[src/rtl/program_loader_if.sv]
// Stream and RAM bus bundle for program_loader.
// master: upstream producer plus RAM model; slave: the loader itself.
interface program_loader_if #(
  parameter int ADDR_WIDTH = 28,
  parameter int DATA_WIDTH = 32
);
  logic                  in_valid;
  logic                  in_ready;
  logic [DATA_WIDTH-1:0] in_data;
  logic                  in_last;
  logic [ADDR_WIDTH-1:0] mem_addr;
  logic [DATA_WIDTH-1:0] mem_wdata;
  logic [DATA_WIDTH-1:0] mem_rdata;
  logic                  mem_cs;
  logic                  mem_we;
  logic                  mem_oe;

  modport master (
    output in_valid, in_data, in_last, mem_rdata,
    input  in_ready, mem_addr, mem_wdata, mem_cs, mem_we, mem_oe
  );

  modport slave (
    input  in_valid, in_data, in_last, mem_rdata,
    output in_ready, mem_addr, mem_wdata, mem_cs, mem_we, mem_oe
  );
endinterface

[src/rtl/program_loader.sv]
// program_loader: streams an image into single-port RAM starting at BASE_ADDR,
// keeps a word count and additive checksum, pulses cpu_start on clean finish.
// Optional read-back verify of every word: define LOADER_VERIFY_EN.
module program_loader #(
  parameter int          ADDR_WIDTH = 28,
  parameter int          DATA_WIDTH = 32,
  parameter int unsigned BASE_ADDR  = 'h100,
  parameter int unsigned MAX_WORDS  = 256
) (
  input  logic                  clk,
  input  logic                  rst,
  input  logic                  start,
  program_loader_if.slave       bus,
  output logic                  busy,
  output logic                  done,
  output logic                  error,
  output logic [ADDR_WIDTH-1:0] word_count,
  output logic [DATA_WIDTH-1:0] checksum,
  output logic                  cpu_start,
  output logic [ADDR_WIDTH-1:0] cpu_pc
);

  localparam logic [2:0] S_IDLE   = 3'd0;
  localparam logic [2:0] S_ACCEPT = 3'd1;
  localparam logic [2:0] S_WRITE  = 3'd2;
  localparam logic [2:0] S_DONE   = 3'd5;
`ifdef LOADER_VERIFY_EN
  localparam logic [2:0] S_READ   = 3'd3;
  localparam logic [2:0] S_CMP    = 3'd4;
`endif

  localparam logic [ADDR_WIDTH-1:0] LP_BASE = ADDR_WIDTH'(BASE_ADDR);
  localparam logic [ADDR_WIDTH-1:0] LP_MAX  = ADDR_WIDTH'(MAX_WORDS);

  logic [2:0]            r_state;
  logic [DATA_WIDTH-1:0] r_hold_data;
  logic                  r_hold_last;
  logic [ADDR_WIDTH-1:0] r_mem_addr;
  logic                  r_mem_cs;
  logic                  r_mem_we;
  logic                  r_mem_oe;
  logic                  r_error;
  logic [ADDR_WIDTH-1:0] r_word_count;
  logic [DATA_WIDTH-1:0] r_checksum;
  logic                  r_cpu_start;

  logic [2:0]            w_state_nxt;
  logic                  w_hs;
  logic                  w_overflow;
  logic                  w_mismatch;
  logic                  w_idle_or_done;

`ifndef LOADER_VERIFY_EN
  logic w_unused_rdata;
  assign w_unused_rdata = ^bus.mem_rdata;
`endif

  // Next-state decode, handshake and abort conditions
  always_comb begin
    w_idle_or_done = (r_state == S_IDLE) || (r_state == S_DONE);
    w_hs           = (r_state == S_ACCEPT) && bus.in_valid;
    w_overflow     = w_hs && (r_word_count == LP_MAX);
`ifdef LOADER_VERIFY_EN
    w_mismatch     = (r_state == S_CMP) && (bus.mem_rdata != r_hold_data);
`else
    w_mismatch     = 1'b0;
`endif
    w_state_nxt    = r_state;
    case (r_state)
      S_IDLE, S_DONE: if (start) w_state_nxt = S_ACCEPT;
      S_ACCEPT:       if (w_hs) w_state_nxt = w_overflow ? S_DONE : S_WRITE;
`ifdef LOADER_VERIFY_EN
      S_WRITE:        w_state_nxt = S_READ;
      S_READ:         w_state_nxt = S_CMP;
      S_CMP:          w_state_nxt = (w_mismatch || r_hold_last) ? S_DONE : S_ACCEPT;
`else
      S_WRITE:        w_state_nxt = r_hold_last ? S_DONE : S_ACCEPT;
`endif
      default:        w_state_nxt = S_IDLE;
    endcase
  end

  // State, RAM strobes, counters and sticky flags
  always_ff @(posedge clk) begin
    if (rst) begin
      r_state      <= S_IDLE;
      r_hold_data  <= '0;
      r_hold_last  <= 1'b0;
      r_mem_addr   <= '0;
      r_mem_cs     <= 1'b0;
      r_mem_we     <= 1'b0;
      r_mem_oe     <= 1'b0;
      r_error      <= 1'b0;
      r_word_count <= '0;
      r_checksum   <= '0;
      r_cpu_start  <= 1'b0;
    end else begin
      r_state     <= w_state_nxt;
`ifdef LOADER_VERIFY_EN
      r_mem_cs    <= (w_state_nxt == S_WRITE) || (w_state_nxt == S_READ) ||
                     (w_state_nxt == S_CMP);
`else
      r_mem_cs    <= (w_state_nxt == S_WRITE);
`endif
      r_mem_we    <= (w_state_nxt == S_WRITE);
      r_mem_oe    <= (w_state_nxt != S_WRITE);
      r_cpu_start <= (w_state_nxt == S_DONE) && (r_state != S_DONE) &&
                     !w_overflow && !w_mismatch;
      if (w_idle_or_done && start) begin
        r_word_count <= '0;
        r_checksum   <= '0;
        r_error      <= 1'b0;
      end
      if (w_hs) begin
        r_hold_data <= bus.in_data;
        r_hold_last <= bus.in_last;
        if (!w_overflow) r_mem_addr <= LP_BASE + r_word_count;
      end
      if (w_overflow || w_mismatch) r_error <= 1'b1;
      if (r_state == S_WRITE) begin
        r_word_count <= r_word_count + ADDR_WIDTH'(1);
        r_checksum   <= r_checksum + r_hold_data;
      end
    end
  end

  // Strobes are registered one cycle ahead, so a reset landing in the WRITE
  // cycle would still see mem_we high on its edge; gate with rst to block it.
  assign bus.mem_cs    = r_mem_cs & ~rst;
  assign bus.mem_we    = r_mem_we & ~rst;
  assign bus.mem_oe    = r_mem_oe;
  assign bus.mem_addr  = r_mem_addr;
  assign bus.mem_wdata = r_hold_data;
  assign bus.in_ready  = (r_state == S_ACCEPT);
  assign busy          = !w_idle_or_done;
  assign done          = (r_state == S_DONE);
  assign error         = r_error;
  assign word_count    = r_word_count;
  assign checksum      = r_checksum;
  assign cpu_start     = r_cpu_start;
  assign cpu_pc        = LP_BASE;

endmodule

[src/flat_wrapper.sv]
// flat-port wrapper written by rule: the top's interface ports become plain ports
module program_loader_flat 
#(
  parameter int          ADDR_WIDTH = 28,
  parameter int          DATA_WIDTH = 32,
  parameter int unsigned BASE_ADDR  = 'h100,
  parameter int unsigned MAX_WORDS  = 256
)
  (clk, rst, start, busy, done, error, word_count, checksum, cpu_start, cpu_pc, bus_in_valid, bus_in_data, bus_in_last, bus_mem_rdata, bus_in_ready, bus_mem_addr, bus_mem_wdata, bus_mem_cs, bus_mem_we, bus_mem_oe);
  program_loader_if #(.ADDR_WIDTH(ADDR_WIDTH), .DATA_WIDTH(DATA_WIDTH)) bus_i ();
  input  logic clk;
  input  logic rst;
  input  logic start;
  output logic busy;
  output logic done;
  output logic error;
  output logic [ADDR_WIDTH-1:0] word_count;
  output logic [DATA_WIDTH-1:0] checksum;
  output logic cpu_start;
  output logic [ADDR_WIDTH-1:0] cpu_pc;
  input wire logic [$bits(bus_i.in_valid)-1:0] bus_in_valid;
  input wire logic [$bits(bus_i.in_data)-1:0] bus_in_data;
  input wire logic [$bits(bus_i.in_last)-1:0] bus_in_last;
  input wire logic [$bits(bus_i.mem_rdata)-1:0] bus_mem_rdata;
  output wire logic [$bits(bus_i.in_ready)-1:0] bus_in_ready;
  output wire logic [$bits(bus_i.mem_addr)-1:0] bus_mem_addr;
  output wire logic [$bits(bus_i.mem_wdata)-1:0] bus_mem_wdata;
  output wire logic [$bits(bus_i.mem_cs)-1:0] bus_mem_cs;
  output wire logic [$bits(bus_i.mem_we)-1:0] bus_mem_we;
  output wire logic [$bits(bus_i.mem_oe)-1:0] bus_mem_oe;
  assign bus_i.in_valid = bus_in_valid;
  assign bus_i.in_data = bus_in_data;
  assign bus_i.in_last = bus_in_last;
  assign bus_i.mem_rdata = bus_mem_rdata;
  assign bus_in_ready = bus_i.in_ready;
  assign bus_mem_addr = bus_i.mem_addr;
  assign bus_mem_wdata = bus_i.mem_wdata;
  assign bus_mem_cs = bus_i.mem_cs;
  assign bus_mem_we = bus_i.mem_we;
  assign bus_mem_oe = bus_i.mem_oe;
  program_loader #(.ADDR_WIDTH(ADDR_WIDTH), .DATA_WIDTH(DATA_WIDTH), .BASE_ADDR(BASE_ADDR), .MAX_WORDS(MAX_WORDS)) u_core (.clk(clk), .rst(rst), .start(start), .bus(bus_i), .busy(busy), .done(done), .error(error), .word_count(word_count), .checksum(checksum), .cpu_start(cpu_start), .cpu_pc(cpu_pc));
endmodule
[config.mk]
export PLATFORM = sky130hd
export DESIGN_NAME = program_loader_flat
export DESIGN_NICKNAME = d
export VERILOG_FILES = /design/src/rtl/program_loader_if.sv /design/src/rtl/program_loader.sv /design/src/flat_wrapper.sv
export SDC_FILE = /design/constraint.sdc
export NUM_CORES = 1
export LEC_CHECK = 0
export CORE_MARGIN = 5
export CORE_UTILIZATION = 30
export CTS_BUF_LIST = sky130_fd_sc_hd__clkbuf_16
export DETAILED_ROUTE_END_ITERATION = 6
export GPL_TIMING_DRIVEN = 0
export PLACE_DENSITY = 0.55
export RECOVER_POWER = 50
export SYNTH_ARGS = -nofsm -noshare
export SYNTH_HDL_FRONTEND = slang
export SYNTH_SLANG_ARGS = --single-unit
[constraint.sdc]
create_clock -name clk -period 3.4 [get_ports clk]
set_clock_uncertainty 0.1 [all_clocks]
set_input_delay 0.34 -clock clk [delete_from_list [all_inputs] [get_ports clk]]
set_output_delay 0.34 -clock clk [all_outputs]
set_load 0.02 [all_outputs]
==> key figures, run 1 <==
Status
  • Status: complete, no violations

Logic synthesis
  • Mux contribution to synthesized area: 1.85%
  • Post-synth ARST share: 0%
  • Fraction of the mapped netlist area in adder cells: 6.77%
  • Mapped cell area: 6760 um^2
  • Post-synthesis compound-gate area fraction: 21.0%
  • Yosys reg bits: 128
  • EDFF count, synth: 0
  • Simple-Gate Fraction of Synth Area: 19.7%
  • Netlist cell types: 65
  • Area share of the largest cell type after synthesis: 37.9%
  • Synth warn: 0
  • Ys flop type: dfxtp_1
  • Cell taking the most area after synthesis: dfxtp_1
  • Synth area leaders: dfxtp_1 (38%), a21oi_1 (7.0%), nand2_1 (6.5%)
  • Post-synthesis xor/xnor area fraction: 5.96%
  • Average size of a mapped cell: 8.17 um^2
  • Mapped Cells: 828
  • Post-synthesis sequential area ratio: 37.9%
  • Largest family of logic cells by synthesized area: compound AO/OA/AOI/OAI gates

Clock network
  • Clk buf depth: 2
  • Clock sinks: 128
  • Clock Tree Root: clkbuf_16
  • CTS tree: built
  • CTS buffer count: 17
  • H-tree Lvls: 4
  • Worst skew pair latency: 0.43 ns
  • Postcts setup bufs: 0
  • Post_cts resized: 0
  • Reg clk slew, reported paths: 0.06 ns
  • Cts hold-fix bufs: 0

Worst setup path
  • CP Launch Type: flip-flop
  • CP Max Fanout: 4
  • Crit path DAT: 3.36 ns
  • WS Path Type: flip-flop to flip-flop
  • Worst EP required: 3.62 ns
  • Critical path endpoint category: flip-flop

Cells and area
  • Final instance area: 9450 um^2
  • Filler cells: 2334
  • Share of post-route cells with drive strength above 1: 7.44%
  • Commonest non-fill, non-tap cells in the layout: dfxtp_1 (128), dlygate4sd3_1 (120), nand2_1 (118)
  • Synth-to-Final Area Change: 39.7%
  • Fin util: 42.1%
  • Nets: 1141
  • Storage cell area: 2560 um^2
  • Area of the multi-input gates: 3840 um^2
  • Commonest non-fill, non-tap cell in the layout: dfxtp_1
  • Inserted Diodes: 0

Power and ir drop
  • P_leak: 0.00408 uW
  • Power density cells: 413 nW/um^2
  • Worst VDD drop: 0.305 mV

Timing
  • Worst slew pin tran: 0.984 ns
  • Final min period: 3.14 ns
  • Post-route clock period utilization: 92.4%
  • Final worst slack: 0.260 ns
  • F_max: 0.318 GHz
  • Slew margin rel.: 34.4%
  • Fin. max-slew vios: 0
  • RSZ-0062 raised after global routing: no
  • Setup TNS: 0 ns
  • Fin. Hold Viols: 0
  • Hold_ws: 0.282 ns
  • Final setup viols: 0

Placed design
  • Dpl hpwl: 16.5 mm
  • Pre-CTS setup slack: 0.191 ns
  • Number of port buffers: 163
  • GPL Wtd Cong: 0.831
  • Cell Area, Placed: 8850 um^2

Route
  • Initial DRT Pass Iterations: 4
  • Post-DR vias/cell: 4.82
  • DR vias: 6427
  • Routed wire length per instance: 16.2 um
  • Drt first-iter violations: 308
  • Final ANT Viol Nets: 0
  • Residual DRC count: 0
  • Final wirelength: 21.6 mm

Floorplan
  • Die X-Extent: 160 um
  • Cell row count: 55
  • Core Footprint: 22400 um^2
  • Initial Utilization: 30.2%
  • Die ar.: 25600 um^2
  • I/O pin count: 225
  • Die height: 160 um

Global route
  • Gr usage total: 16.8%
  • Initial antenna violation count: 1
  • Grt ovf: 0
  • Global-route wire length before repair: 34.5 mm
  • Number of global-route vias before repair: 6250
  • Largest net degree at the start of global routing: 17

Run
  • Max cap viols: 0

Worst hold path
  • Hold crit path type: input pin to flip-flop
-- cell families after synthesis --
family / count (synthesis)
compound gates: 219
simple gates: 293
fa+ha+maj: 36
other cells: 2
xor+xnor: 46
flops: 128
buf+inv: 92
mux: 12
-- worst paths after layout --
| path | startpoint | endpoint | slack, ns | depth (start not counted) |
|---|---|---|---|---|
| worst max-delay path | u_core.bus.mem_wdata[0] | u_core.checksum[26] | 0.26 | 11 |
| worst min-delay path | rst | u_core.r_state[0] | 0.28 | 2 |
| worst max register to register | u_core.bus.mem_wdata[0] | u_core.checksum[26] | 0.26 | 11 |
| worst min register to register | u_core.error | u_core.error | 0.36 | 2 |
-- cell usage after synthesis (4+ instances only) --
master / instances
o211ai_1: 6
clkbuf_1: 42
nor2_1: 73
dfxtp_1: 128
mux2i_1: 8
xor2_1: 12
ha_1: 35
nand2b_1: 4
a21o_1: 16
mux2_2: 4
nor3_1: 5
o21bai_1: 6
nand3_1: 38
a21oi_1: 95
or3_1: 4
xnor2_1: 34
a22oi_1: 7
inv_1: 17
and2_1: 5
or2_2: 8
and3_1: 17
nand2_1: 118
buf_4: 29
o21ai_0: 21
a211oi_1: 23
a311oi_1: 5
a22o_1: 12
nor4_1: 5
-- routing by layer --
| layer | GRT usage, % | routed length, um | part of all wire, % |
|---|---|---|---|
| met5 | 0 | 12 | 0.055 |
| met4 | 5.08 | 395 | 1.8 |
| met3 | 4.41 | 1410 | 6.5 |
| met2 | 27.7 | 10000 | 46 |
| met1 | 21.6 | 9770 | 45 |
-- final cells by class --
| class | count | area share [%] |
|---|---|---|
| Clock inverter | 14 | 1.83 |
| Inverter | 17 | 0.675 |
| Buffer | 75 | 4.15 |
| Sequential cell | 128 | 27.1 |
| Tap cell | 285 | 3.77 |
| Timing Repair Buffer | 163 | 17.3 |
| Multi-Input combinational cell | 634 | 40.7 |
| Clock buffer | 17 | 4.50 |
-- registers in the layout, indices dropped and copies added (netlist names) --
register / count
u_core.bus.mem_addr: 28
u_core.bus.mem_oe: 1
u_core.bus.mem_wdata: 32
u_core.checksum: 32
u_core.cpu_start: 1
u_core.error: 1
u_core.r_hold_last: 1
u_core.r_mem_cs: 1
u_core.r_state: 3
u_core.word_count: 28
-- worst max-delay path: stages (launching register included) --
cell and delay (ns):
dfxtp_1 0.36, ha_1 0.23, fa_1 0.22, a21oi_1 0.09
o311a_1 0.33, o211ai_1 0.17, nand3_1 0.20, a21o_1 0.26
o41ai_1 0.50, a41oi_1 0.22, xnor2_1 0.16, a22o_1 0.18
-- through the flow --
stage | instances | total power [uW]
after floorplan | 854 | 1860
after global placement | 1302 | 2050
after detailed placement | 1302 | 2060
after CTS | 1333 | 3970
after global routing | 1333 | 4050
final | 1333 | 3900
-- report_power, final --
part	total, uW	leakage [uW]	switching [uW]	internal (uW)
logic	440	0.00276	267	173
clock network	1900	0.000284	691	1210
registers	1570	0.00104	28.0	1540
No activity file was read; power rests on OpenSTA's default activity.
==> run 2: changes to the inputs <==
--- a/config.mk
+++ b/config.mk
@@ -5,6 +5,7 @@
 export SDC_FILE = /design/constraint.sdc
 export NUM_CORES = 1
 export LEC_CHECK = 0
+export CAP_MARGIN = 20
 export CORE_MARGIN = 5
 export CORE_UTILIZATION = 30
 export CTS_BUF_LIST = sky130_fd_sc_hd__clkbuf_16
==> constraint.sdc (replaced) <==
create_clock -name clk -period 3.4 [get_ports clk]
set_clock_uncertainty 0.1 [all_clocks]
set_input_delay 0.68 -clock clk [delete_from_list [all_inputs] [get_ports clk]]
set_output_delay 0.68 -clock clk [all_outputs]
set_load 0.02 [all_outputs]
==> key figures, run 2 (synthesis gave the netlist of run 1 again) <==
Cells and area
  • Layout Cells excl Fill: 1333
  • Nets: 1141
  • Commonest non-fill, non-tap cells in the layout: dfxtp_1 (128), nand2_1 (118), dlygate4sd3_1 (108)
  • Share of post-route cells with drive strength above 1: 7.44%
  • Synth-to-Final Area Change: 39.7%
  • Commonest non-fill, non-tap cell in the layout: dfxtp_1
  • Fin util: 42.1%
  • Inserted Diodes: 0

Timing
  • Final min period: 3.17 ns
  • Setup TNS: 0 ns
  • Post-route clock period utilization: 93.2%
  • Fin. max-slew vios: 0
  • RSZ-0062 raised after global routing: no
  • Worst slew pin tran: 1.02 ns
  • F_max: 0.316 GHz
  • Slew margin rel.: 32.2%
  • Final worst slack: 0.232 ns
  • Final setup viols: 0
  • Fin. Hold Viols: 0

Route
  • Post-DR vias/cell: 4.82
  • Residual DRC count: 0
  • Routed wire length per instance: 16.2 um
  • Final ANT Viol Nets: 0
  • DR vias: 6420
  • Final wirelength: 21.6 mm
  • Initial DRT Pass Iterations: 4
  • Drt first-iter violations: 281

Power and ir drop
  • Clock power frac: 48.6%
  • Sw power: 987 uW
  • Logic pwr share: 11.3%
  • Worst VDD drop: 0.307 mV
  • Switching share of total power: 25.3%
  • Power density cells: 413 nW/um^2
  • Sequential fraction of design power: 40.1%
  • Int Pwr: 2920 uW
  • P_leak: 0.00403 uW
  • Tot Pwr: 3900 uW

Worst setup path
  • Buffers & Inverters on Critical Path: 4
  • Slowest Stage Delay on Critical Path: 0.58 ns
  • CP Max Fanout: 10
  • Crit path DAT: 2.39 ns
  • CP Launch Type: input pin
  • Worst EP required: 2.62 ns
  • CP Cell Sequence: clkbuf_1 > clkbuf_1 > nor2b_1 > buf_4 > clkdlybuf4s50_1
  • Kind of cell adding the most delay to the critical path: buffers and inverters
  • Critical path endpoint category: primary output
  • Worst path slowest cell: clkdlybuf4s50_1
  • Most used cell, CP: clkbuf_1
  • WS Path Type: input pin to primary output

Clock network
  • Cts hold-fix bufs: 0
  • Post_cts resized: 0
  • Clock sinks: 128
  • H-tree Lvls: 4
  • CTS tree: built
  • CTS buffer count: 17
  • Reg clk slew, reported paths: 0.06 ns
  • Postcts setup bufs: 0
  • Clk buf depth: 2
  • Worst skew pair latency: 0.43 ns
  • Clock Tree Root: clkbuf_16

Floorplan
  • Die height: 160 um
  • Die ar.: 25600 um^2
  • Cell row count: 55
  • Initial Utilization: 30.2%
  • Die X-Extent: 160 um
  • Core Footprint: 22400 um^2
  • I/O pin count: 225

Worst hold path
  • Hold crit path type: flip-flop to flip-flop

Placed design
  • Dpl hpwl: 16.5 mm
  • Placed Instances: 1302
  • Number of port buffers: 163
  • GPL Wtd Cong: 0.831
  • Pre-CTS setup slack: 0.0545 ns

Global route
  • Grt ovf: 0
  • Global-route wire length before repair: 34.5 mm
  • Initial antenna violation count: 1
  • Gr usage total: 16.8%
  • Largest net degree at the start of global routing: 17
  • Number of global-route vias before repair: 6250

Status
  • Status: complete, no violations

Run
  • Max cap viols: 0
-- run 2: area by class of cell --
type / instances / area [um^2]
tap: 285 / 357
clock inverter: 14 / 173
buffer: 75 / 392
sequential: 128 / 2560
inverter: 17 / 63.8
fill: 2334 / 13000
timing repair buffer: 163 / 1630
clock buffer: 17 / 425
multi-input combinational: 634 / 3840
-- run 2: through the flow --
stage	hold slack, ns	area, um^2
after global placement	0.352	8850
after detailed placement	0.358	8850
after floorplan	0.345	6860
final	0.356	9450
after CTS	0.367	9450
after global routing	0.379	9450
-- run 2: final timing paths --
check / slack (ns) / cells past startpoint / startpoint / end
max reg2reg: 0.26 / 11 / u_core.bus.mem_wdata[0] / u_core.checksum[26]
min reg2reg: 0.36 / 2 / u_core.error / u_core.error
max: 0.23 / 5 / rst / bus_mem_we
min: 0.36 / 2 / u_core.error / u_core.error
-- run 2: worst register-to-register path: stages, from the launching register on --
cell and delay [ns]:
dfxtp_1 0.36, ha_1 0.23, fa_1 0.22, a21oi_1 0.09, o311a_1 0.33, o211ai_1 0.17, nand3_1 0.20, a21o_1 0.26
o41ai_1 0.50, a41oi_1 0.22, xnor2_1 0.16, a22o_1 0.18
-- run 2: power by group through the flow --
stage / sequential, uW / clock, uW / combinational (uW)
floorplan: 1640 / 0 / 222
global placement: 1600 / 0 / 454
detailed placement: 1600 / 0 / 455
CTS: 1570 / 1940 / 457
global route: 1570 / 2000 / 480
finish: 1570 / 1900 / 440
-- run 2: per-layer routing --
| metal | up-vias | global-route usage (%) | part of all wire (%) |
|---|---|---|---|
| li1 | 3276 | - | - |
| met1 | 2945 | 21.6 | 46 |
| met2 | 171 | 27.7 | 46 |
| met3 | 26 | 4.41 | 6.4 |
| met4 | 2 | 5.08 | 1.7 |
| met5 | - | 0 | 0.055 |
==> run 3: changes to the inputs <==
--- a/config.mk
+++ b/config.mk
@@ -6,9 +6,10 @@
 export NUM_CORES = 1
 export LEC_CHECK = 0
 export CAP_MARGIN = 20
+export CORE_ASPECT_RATIO = 1.75
 export CORE_MARGIN = 5
 export CORE_UTILIZATION = 30
-export CTS_BUF_LIST = sky130_fd_sc_hd__clkbuf_16
+export CTS_BUF_LIST = sky130_fd_sc_hd__clkbuf_8 sky130_fd_sc_hd__clkbuf_16
 export DETAILED_ROUTE_END_ITERATION = 6
 export GPL_TIMING_DRIVEN = 0
 export PLACE_DENSITY = 0.55
==> key figures, run 3 (synthesis gave the netlist of run 1 again) <==
Clock network
  • Clock Tree Root: clkbuf_16
  • CTS tree: built
  • CTS buffer count: 17
  • Cts hold-fix bufs: 0
  • Reg clk slew, reported paths: 0.06 ns
  • H-tree Lvls: 4
  • Clock sinks: 128
  • Postcts setup bufs: 0
  • Clk buf depth: 2
  • Worst skew pair latency: 0.42 ns

Worst hold path
  • Hold Path End: u_core.error
  • Hold Path Origin: u_core.error
  • Hold crit path type: flip-flop to flip-flop
  • Hold Crit Depth: 2

Timing
  • Fin. Hold Viols: 0
  • Final worst slack: 0.297 ns
  • Final min period: 3.10 ns
  • F_max: 0.322 GHz
  • Final setup viols: 0
  • Setup TNS: 0 ns
  • Post-route clock period utilization: 91.3%
  • Hold_ws: 0.366 ns
  • Fin. max-slew vios: 0
  • Worst slew pin tran: 0.883 ns
  • Slew margin rel.: 39.6%
  • RSZ-0062 raised after global routing: no

Worst setup path
  • Reg2reg path depth: 11
  • Worst EP required: 3.61 ns
  • CP Launch Type: flip-flop
  • CP Max Fanout: 4
  • Kind of cell adding the most delay to the critical path: compound AO/OA/AOI/OAI gates
  • CP Launch Point: u_core.bus.mem_wdata[0]
  • Reg-to-reg slack, setup: 0.30 ns
  • CP Cell Sequence: ha_1 > fa_1 > a21oi_1 > o311a_1 > o211ai_1 > nand3_1 > a21o_1 > o41ai_2 > a41oi_1 > xnor2_1 > a22o_1
  • Worst path slowest cell: o41ai_2
  • Crit path DAT: 3.31 ns
  • Critical path endpoint category: flip-flop
  • Slowest Stage Delay on Critical Path: 0.42 ns
  • Reg2Reg Launch Point: u_core.bus.mem_wdata[0]
  • WS Path Type: flip-flop to flip-flop
  • Reg2Reg Capture Point: u_core.checksum[26]
  • Buffers & Inverters on Critical Path: 0

Status
  • Status: complete, no violations

Route
  • Routed wire length per instance: 16.7 um
  • Final wirelength: 22.5 mm
  • Post-DR vias/cell: 4.83
  • Initial DRT Pass Iterations: 5
  • DR vias: 6499
  • Final ANT Viol Nets: 0
  • Drt first-iter violations: 318
  • Residual DRC count: 0

Floorplan
  • Cell row count: 72
  • Initial Utilization: 30.5%
  • I/O pin count: 225
  • Core Footprint: 22200 um^2
  • Die ar.: 25800 um^2
  • Die height: 209 um
  • Die X-Extent: 124 um

Global route
  • Grt ovf: 0
  • Initial antenna violation count: 0
  • Largest net degree at the start of global routing: 17
  • Gr usage total: 17.5%
  • Global-route wire length before repair: 35.1 mm
  • Number of global-route vias before repair: 6491

Cells and area
  • Synth-to-Final Area Change: 41.5%
  • Commonest non-fill, non-tap cells in the layout: dfxtp_1 (128), nand2_1 (118), dlygate4sd3_1 (111)
  • Share of post-route cells with drive strength above 1: 8.10%
  • Nets: 1142
  • Commonest non-fill, non-tap cell in the layout: dfxtp_1
  • Inserted Diodes: 0
  • Filler cells: 2339

Power and ir drop
  • Power density cells: 436 nW/um^2
  • P_leak: 0.00410 uW
  • Tot Pwr: 4170 uW
  • Worst VDD drop: 0.228 mV

Placed design
  • Pre-CTS setup slack: 0.0487 ns
  • GPL Wtd Cong: 0.830
  • Number of port buffers: 163
  • Dpl hpwl: 17.6 mm

Run
  • Max cap viols: 0
run 3: metrics by stage:
| step | std cells | util, % | cell area [um^2] |
|---|---|---|---|
| final | 1345 | 43.2 | 9570 |
| after global routing | 1345 | 43.2 | 9570 |
| after CTS | 1344 | 43.1 | 9550 |
| after detailed placement | 1313 | 40.0 | 8860 |
| after global placement | 1313 | 40.0 | 8860 |
| after floorplan | 854 | - | 6860 |
run 3: where the power goes:
part | internal, uW | switching [uW] | leakage (uW)
clock | 1450 | 709 | 0.000333
combinational | 175 | 270 | 0.00274
sequential | 1540 | 28.1 | 0.00104
run 3: worst min-delay path: cells and delay by family, from the launching register on:
kind	cells	cell delay (ns)
flops	1	0.31
simple gates	1	0.05
compound gates	1	0.05
run 3: repair_timing:
item,4_1_cts,5_1_grt
endpoints found under the setup margin,0,10
resized for setup,0,2
endpoints found under the hold margin,0,0
run 3: final cells by class:
cell class	count	area, um^2	share of cell area, %
Buffer	75	393	4.11
Clock buffer	17	425	4.45
Clock inverter	14	263	2.75
Inverter	17	63.8	0.667
Multi-Input combinational cell	634	3850	40.3
Sequential cell	128	2560	26.8
Tap cell	296	370	3.87
Timing Repair Buffer	164	1640	17.1
run 3: worst max-delay path by stage:
stage	to	slack, ns	depth (start not counted)
final	u_core.checksum[26]	0.30	11
after CTS	u_core.checksum[26]	0.11	11
after global placement	u_core.checksum[26]	0.09	11
after floorplan	u_core.checksum[26]	0.51	11
after detailed placement	u_core.bus.mem_addr[25]	0.05	6
after global routing	u_core.checksum[26]	0.07	11
run 3: metal layers:
| metal | GRT usage [%] | vias up | part of all wire [%] |
|---|---|---|---|
| li1 | - | 3270 | - |
| met1 | 18.8 | 3032 | 38 |
| met2 | 33.6 | 175 | 56 |
| met3 | 3.46 | 22 | 4.9 |
| met4 | 5.01 | 0 | 1.6 |
| met5 | 0 | - | 0 |
